File: src/rtl/button_conditioner_if.sv
// Button inputs and conditioned control outputs between the panel and the
// traffic-light controller.
interface button_conditioner_if;
  logic       btn_start, btn_pause, btn_stopa, btn_stopb;
  logic       start, pause, stopa, stopb;
  logic [3:0] btn_db;

  modport master (output btn_start, btn_pause, btn_stopa, btn_stopb,
                  input  start, pause, stopa, stopb, btn_db);
  modport slave  (input  btn_start, btn_pause, btn_stopa, btn_stopb,
                  output start, pause, stopa, stopb, btn_db);
endinterface

File: src/rtl/button_conditioner.sv
// Synchronizes and debounces four push buttons, then turns press events into
// start pulse, pause toggle and latched emergency-stop levels.
module button_conditioner #(
  parameter int DEBOUNCE_CYCLES = 1_000_000
) (
  input  logic                 clk,
  input  logic                 rst,
  button_conditioner_if.slave  bus
);
  localparam int NB = 4;
  localparam int CW = (DEBOUNCE_CYCLES > 1) ? $clog2(DEBOUNCE_CYCLES) : 1;
  localparam logic [CW-1:0] CMAX = CW'(DEBOUNCE_CYCLES - 1);

  // Bit order everywhere: {stopb, stopa, pause, start}
  logic [NB-1:0]         w_raw, r_sync1, r_sync2, r_db, r_db_q, w_press;
  logic [NB-1:0][CW-1:0] r_cnt;
  logic                  r_start, r_pause, r_stopa, r_stopb;

  assign w_raw = {bus.btn_stopb, bus.btn_stopa, bus.btn_pause, bus.btn_start};

  always_ff @(posedge clk) begin
    if (!rst) begin
      r_sync1 <= '0;
      r_sync2 <= '0;
      r_db_q  <= '0;
    end else begin
      r_sync1 <= w_raw;
      r_sync2 <= r_sync1;
      r_db_q  <= r_db;
    end
  end

  for (genvar g = 0; g < NB; g++) begin : g_db
    always_ff @(posedge clk) begin
      if (!rst) begin
        r_cnt[g] <= '0;
        r_db[g]  <= 1'b0;
      end else if (r_sync2[g] == r_db[g]) begin
        r_cnt[g] <= '0;
      end else if (r_cnt[g] == CMAX) begin
        r_db[g]  <= r_sync2[g];
        r_cnt[g] <= '0;
      end else begin
        r_cnt[g] <= r_cnt[g] + 1'b1;
      end
    end
  end

  // Rising edge of the debounced level; releases produce nothing.
  assign w_press = r_db & ~r_db_q;

  always_ff @(posedge clk) begin
    if (!rst) begin
      r_start <= 1'b0;
      r_pause <= 1'b0;
      r_stopa <= 1'b0;
      r_stopb <= 1'b0;
    end else begin
      r_start <= 1'b0;
      if (w_press[2] || w_press[3]) begin
        if (w_press[2]) r_stopa <= 1'b1;
        if (w_press[3]) r_stopb <= 1'b1;
        r_pause <= 1'b0;
      end else if (w_press[0]) begin
        // A start while a stop button is still held does nothing at all.
        if (!(r_db[2] || r_db[3])) begin
          if (r_stopa || r_stopb) begin
            r_stopa <= 1'b0;
            r_stopb <= 1'b0;
          end else begin
            r_start <= 1'b1;
          end
        end
      end else if (w_press[1] && !r_stopa && !r_stopb) begin
        r_pause <= ~r_pause;
      end
    end
  end

  assign bus.start  = r_start;
  assign bus.pause  = r_pause;
  assign bus.stopa  = r_stopa;
  assign bus.stopb  = r_stopb;
  assign bus.btn_db = r_db;
endmodule
File: src/flat_wrapper.sv
// flat-port wrapper written by rule: the top's interface ports become plain ports
module button_conditioner_flat 
#(
  parameter int DEBOUNCE_CYCLES = 1_000_000
)
  (clk, rst, bus_btn_start, bus_btn_pause, bus_btn_stopa, bus_btn_stopb, bus_start, bus_pause, bus_stopa, bus_stopb, bus_btn_db);
  button_conditioner_if bus_i ();
  input  logic clk;
  input  logic rst;
  input wire logic [$bits(bus_i.btn_start)-1:0] bus_btn_start;
  input wire logic [$bits(bus_i.btn_pause)-1:0] bus_btn_pause;
  input wire logic [$bits(bus_i.btn_stopa)-1:0] bus_btn_stopa;
  input wire logic [$bits(bus_i.btn_stopb)-1:0] bus_btn_stopb;
  output wire logic [$bits(bus_i.start)-1:0] bus_start;
  output wire logic [$bits(bus_i.pause)-1:0] bus_pause;
  output wire logic [$bits(bus_i.stopa)-1:0] bus_stopa;
  output wire logic [$bits(bus_i.stopb)-1:0] bus_stopb;
  output wire logic [$bits(bus_i.btn_db)-1:0] bus_btn_db;
  assign bus_i.btn_start = bus_btn_start;
  assign bus_i.btn_pause = bus_btn_pause;
  assign bus_i.btn_stopa = bus_btn_stopa;
  assign bus_i.btn_stopb = bus_btn_stopb;
  assign bus_start = bus_i.start;
  assign bus_pause = bus_i.pause;
  assign bus_stopa = bus_i.stopa;
  assign bus_stopb = bus_i.stopb;
  assign bus_btn_db = bus_i.btn_db;
  button_conditioner #(.DEBOUNCE_CYCLES(DEBOUNCE_CYCLES)) u_core (.clk(clk), .rst(rst), .bus(bus_i));
endmodule
File: config.mk
export PLATFORM = sky130hd
export DESIGN_NAME = button_conditioner_flat
export DESIGN_NICKNAME = d
export VERILOG_FILES = /design/src/rtl/button_conditioner_if.sv /design/src/rtl/button_conditioner.sv /design/src/flat_wrapper.sv
export SDC_FILE = /design/constraint.sdc
export NUM_CORES = 1
export LEC_CHECK = 0
export CORE_MARGIN = 2
export CORE_UTILIZATION = 49
export DETAILED_ROUTE_END_ITERATION = 8
export PLACE_DENSITY = 0.66
export SYNTH_ARGS = -nofsm -noshare
export SYNTH_HDL_FRONTEND = slang
export SYNTH_SLANG_ARGS = --single-unit
File: constraint.sdc
create_clock -name clk -period 2.4 [get_ports clk]
set_input_delay 0.48 -clock clk [delete_from_list [all_inputs] [get_ports clk]]
set_output_delay 0.48 -clock clk [all_outputs]
set_load 0.02 [all_outputs]
-- Word-level counts from Yosys, hierarchy flattened
Index checks and enable logic that the tools add are counted.
- output and inout bits: 8
- logic and storage cells: 69
- register bits after elaboration: 100
- input port bits: 6
- equal/unequal tests: 11
- add/sub/neg operators: 4
- bitwise gates (word level): 9
- reductions and logical operators: 22
- multiplexer cells: 8
- operators with widths (operator ; number):
    adder 20 x 1 -> 20 bit (second input constant) ; 4
    equality test 20 bit (second input constant) ; 4
    OR reduction 3 bit ; 4
    AND reduction 2 bit ; 5
    two-way mux 1 bit ; 8
    AND reduction 4 bit ; 2
    inverter 1 bit ; 7
    != test 2 x 1 -> 1 bit (second input constant) ; 3
    AND 4 bit ; 1
    equality test 1 bit ; 4
    inverter 4 bit ; 1
    nonzero test 2 bit ; 2
    OR reduction 4 bit ; 1
    logical OR 1 bit ; 3
    logical AND 1 bit ; 2
    logical NOT 1 bit ; 2
    OR reduction 2 bit ; 1

-- Depth between registers and ports, before layout
- depth after elaboration: 5
- mapped depth: 6
- mapped depth without buffers: 5

-- Least setup slack after synthesis
Ideal clock, no wire load.
- kind: flip-flop to flip-flop
- from: reg u_core.r_cnt[0] (netlist bit)
- to: reg u_core.r_cnt[18] (netlist bit)
- path slack: 0.411 ns
- buffers on the path: 1
- library setup time: 0.075 ns
- required time: 2.325 ns
- period minus slack after synthesis: 1.989 ns
- cell stages (with the launch flop): 7
- data arrival time: 1.914 ns
- cell sequence: dfxtp_1 -> ha_1 -> nand3_1 -> or4_1 -> buf_2 -> or4_1 -> a21oi_1
- word-level cells in the longest chain between the ends: 2
- elaborated cells on any way between the ends: 3
- those cells by class: 1 x add/sub; 1 x eq/ne; 1 x reduce/logical
- ends and longest elaborated chain (item ; line ; text):
    start, declared ; button_conditioner.sv:16 ; logic [NB-1:0][CW-1:0] r_cnt;
    start signal, assigned by index ; button_conditioner.sv:44 ; r_cnt[g] <= r_cnt[g] + 1'b1;
    parallel branches: the longest is 2 deep, another holds adder 20 x 1 -> 20 bit ; -- ;
Several ways; the timed one is not identified.
A chain may end at the register's enable or synchronous reset.

-- Worst setup path in the final report
Same ends and word-level chain as after synthesis.

==> results.py <==
metrics = {
    "run_status": {
        "status": "completed",
    },
    "critical_path": {
        "setup.worst_path.start": "u_core.r_cnt[0]",
        "arrival_ns": 2.46,
        "critPathMaxFanout": 7,
        "r2r_start": "u_core.r_cnt[0]",
        "crit_top_cell": "or4_1",
        "cp_slowest_cell": "or4_1",
        "cpPeakStageDelay_ns": 0.64,
        "endpoint": "u_core.r_cnt[18]",
        "reg2reg_slack_ns": 0.23,
        "crit_type": "flip-flop to flip-flop",
        "endpoint_kind": "flip-flop",
        "worstRegToRegCells": 5,
        "crit_chain": "ha_1 -> nand3_1 -> or4_1 -> or4_1 -> a21oi_1",
        "cp-start-kind": "flip-flop",
        "required_ns": 2.69,
        "r2r_end": "u_core.r_cnt[18]",
    },
    "synthesis": {
        "syn_avg_cell_area_sq_um": 8.71,
        "netlist_instances": 491,
        "yosysMostFrequentCell": "dfxtp_1",
        "synth_top_cell_by_area": "dfxtp_1",
        "synth-seq-cells": 100,
        "postSynth.asyncResetShare": 0,
        "synth_flop_cell": "dfxtp_1",
        "synth_edf_count": 0,
        "ys_types": 34,
        "seq_area_frac_synth": 0.468,
        "synth_area_leaders": "dfxtp_1 47%, nor2_1 5.4%, xnor2_1 5.3%",
        "ys_warn_count": 0,
        "netlist_area_sq_um": 4280,
        "yosysTopAreaCellShare": 0.468,
        "synth_commonest_cells": "100 x dfxtp_1, 62 x nor2_1, 32 x a21oi_1",
        "syn-num-nets": 501,
    },
    "sta": {
        "worst_slew_pin_slew_ns": 0.767,
        "setup_viol": 0,
        "min_period_ns": 2.17,
        "finClkSkew_ns": 0.0101,
        "fin_ws_ns": 0.232,
        "hold_ws_ns": 0.441,
        "hold_viol_final": 0,
        "finalSetupTns_ns": 0,
        "max_freq_mhz": 461,
        "max_slew_margin": 0.487,
        "fin_crit_sh": 0.903,
        "drv_slew": 0,
        "rsz0062_at_grt": "false",
    },
    "worst_hold_path": {
        "whs_path_depth": 1,
        "hp-class": "flip-flop to flip-flop",
    },
    "drt": {
        "first_iter_violations": 126,
        "route.vias.total": 3380,
        "final_antenna_net_count": 0,
        "drcViolationCount": 0,
        "wl_um": 7740,
        "wl_per_cell_um": 12.5,
        "via_per_inst": 5.44,
        "dr.pass1.iters": 4,
    },
    "global_route": {
        "grt_use_total": 0.172,
        "grt_pass1_wl_um": 13600,
        "antenna_found_initial": 0,
        "grt_overflow": 0,
        "grt_pass1_vias": 3042,
        "grt_max_degree": 20,
    },
    "power": {
        "vdd_drop_max_mv": 0.341,
        "combPwrFrac": 0.014,
        "power_frac_seq": 0.618,
        "power.density_nw_per_um2": 574,
        "internal-power_mw": 2.08,
        "power.leakage_nw": 1.42,
        "switching_share": 0.232,
        "power.switching_mw": 0.628,
        "power_frac_clock": 0.368,
    },
    "cts": {
        "clock_sinks": 100,
        "numCtsBuffers": 9,
        "cts_setup_buffers": 0,
        "cts_resized": 0,
        "htree_levels": 3,
        "clkLatencyLatePin_ns": 0.37,
        "holdBufCountCts": 0,
        "clk_pin_slew_ns": 0.10,
        "clockBufferDepth": 2,
        "cts_tree": "yes",
        "root_buffer": "clkbuf_8",
    },
    "floorplan": {
        "ioPinCount": 14,
        "dieArea_sq_um": 9490,
        "die_width_um": 97.4,
        "rows": 34,
        "fp.coreArea_sq_um": 8590,
        "die_y_um": 97.4,
        "start_util": 0.498,
    },
    "place": {
        "dp.final_hpwl_um": 5460,
        "gp_congestion": 0.781,
        "portBuffers": 13,
        "pre_cts_slack_ns": 0.243,
        "placed_cells_incl_taps": 605,
    },
    "finish": {
        "multi_input_area_sq_um": 2150,
        "ff_latch_area_sq_um": 2000,
        "final_cells": 621,
        "fillers": 817,
        "nets": 518,
        "area_growth_pct": 10.2,
        "insertedDiodeCount": 0,
        "drive_gt1_frac": 0.0546,
    },
    "run": {
        "maxCapViolations": 0,
    },
}
[placed cells by master, fill, tap and decap left out, types with 3 or more instances in the layout]
cell	count
a21oi_1	32
a31o_2	3
and2_1	13
and3_1	11
buf_4	5
clkbuf_8	9
clkdlybuf4s50_1	13
dfxtp_1	100
ha_1	4
inv_1	20
nand2_1	28
nand3_1	31
nand4_1	15
nand4b_1	6
nor2_1	62
nor3_1	10
nor3b_1	3
nor4_1	10
nor4b_1	9
o211ai_1	4
o21ai_0	19
o31ai_1	7
or3_1	18
or4_1	13
xnor2_1	26
xor2_1	25
[layer usage]
metal | track usage | vias up | share of wire
li1 | - | 1766 | -
met1 | 0.229 | 1557 | 0.50
met2 | 0.264 | 50 | 0.45
met3 | 0.0511 | 7 | 0.035
met4 | 0.0620 | 0 | 0.015
met5 | 0 | - | 0
[worst min path at each step]
stage	startpoint	to	slack, ns
after floorplan	u_core.r_sync1[0]	u_core.r_sync2[0]	0.41
after global placement	u_core.r_sync1[0]	u_core.r_sync2[0]	0.42
after detailed placement	u_core.r_sync1[3]	u_core.r_sync2[3]	0.42
after CTS	u_core.r_sync1[3]	u_core.r_sync2[3]	0.45
after global routing	u_core.r_sync1[3]	u_core.r_sync2[3]	0.47
final	u_core.r_sync1[3]	u_core.r_sync2[3]	0.44
[kinds of logic (layout without fill, tap and decap cells)]
kind of cell,after synthesis,in the layout,synth area share
buffers and inverters,33,55,0.0298
flip-flops,100,100,0.468
XOR/XNOR,51,51,0.104
AO/OA/AOI/OAI,66,66,0.0872
AND/OR/NAND/NOR,237,237,0.299
adder cells (fa/ha/maj),4,4,0.0117
[through the flow]
| step | util | power (mW) | instance area (sq um) |
|---|---|---|---|
| after floorplan | - | 1.73 | 4280 |
| after global placement | 0.527 | 1.75 | 4530 |
| after detailed placement | 0.527 | 1.75 | 4530 |
| after CTS | 0.548 | 2.75 | 4710 |
| after global routing | 0.548 | 2.82 | 4710 |
| final | 0.548 | 2.70 | 4710 |
[critical path: cells and delay by family (launching register included)]
kind            cells  cell delay [ns]
compound gates      1             0.16
fa+ha+maj           1             0.27
flops               1             0.40
simple gates        3             1.27
[layout make-up]
type / count / share of cell area
inverters: 21 / 0.0167
clock inverters: 7 / 0.0125
multi-input cells: 358 / 0.455
repair buffers: 18 / 0.0356
clock buffers: 9 / 0.0263
flip-flops and latches: 100 / 0.425
well taps: 108 / 0.0287
[flip-flops by register name (all words and copies together) (netlist names)]
name,cells
u_core.r_cnt,80
u_core.bus.stopa,1
u_core.bus.stopb,1
u_core.r_sync1,4
u_core.bus.start,1
u_core.r_db_q,4
u_core.r_sync2,4
u_core.bus.pause,1
u_core.bus.btn_db,4
[power by group through the flow]
| stage | Sequential [mW] | Combinational (mW) | Clock, mW |
|---|---|---|---|
| 4_1_cts | 1.67 | 0.0395 | 1.04 |
| 6_report | 1.67 | 0.0386 | 0.995 |
| 5_1_grt | 1.67 | 0.0435 | 1.10 |
| 2_1_floorplan | 1.71 | 0.0214 | 0 |
| 3_3_place_gp | 1.71 | 0.0386 | 0 |
| 3_5_place_dp | 1.71 | 0.0393 | 0 |
(Power assumes the default switching activity.)
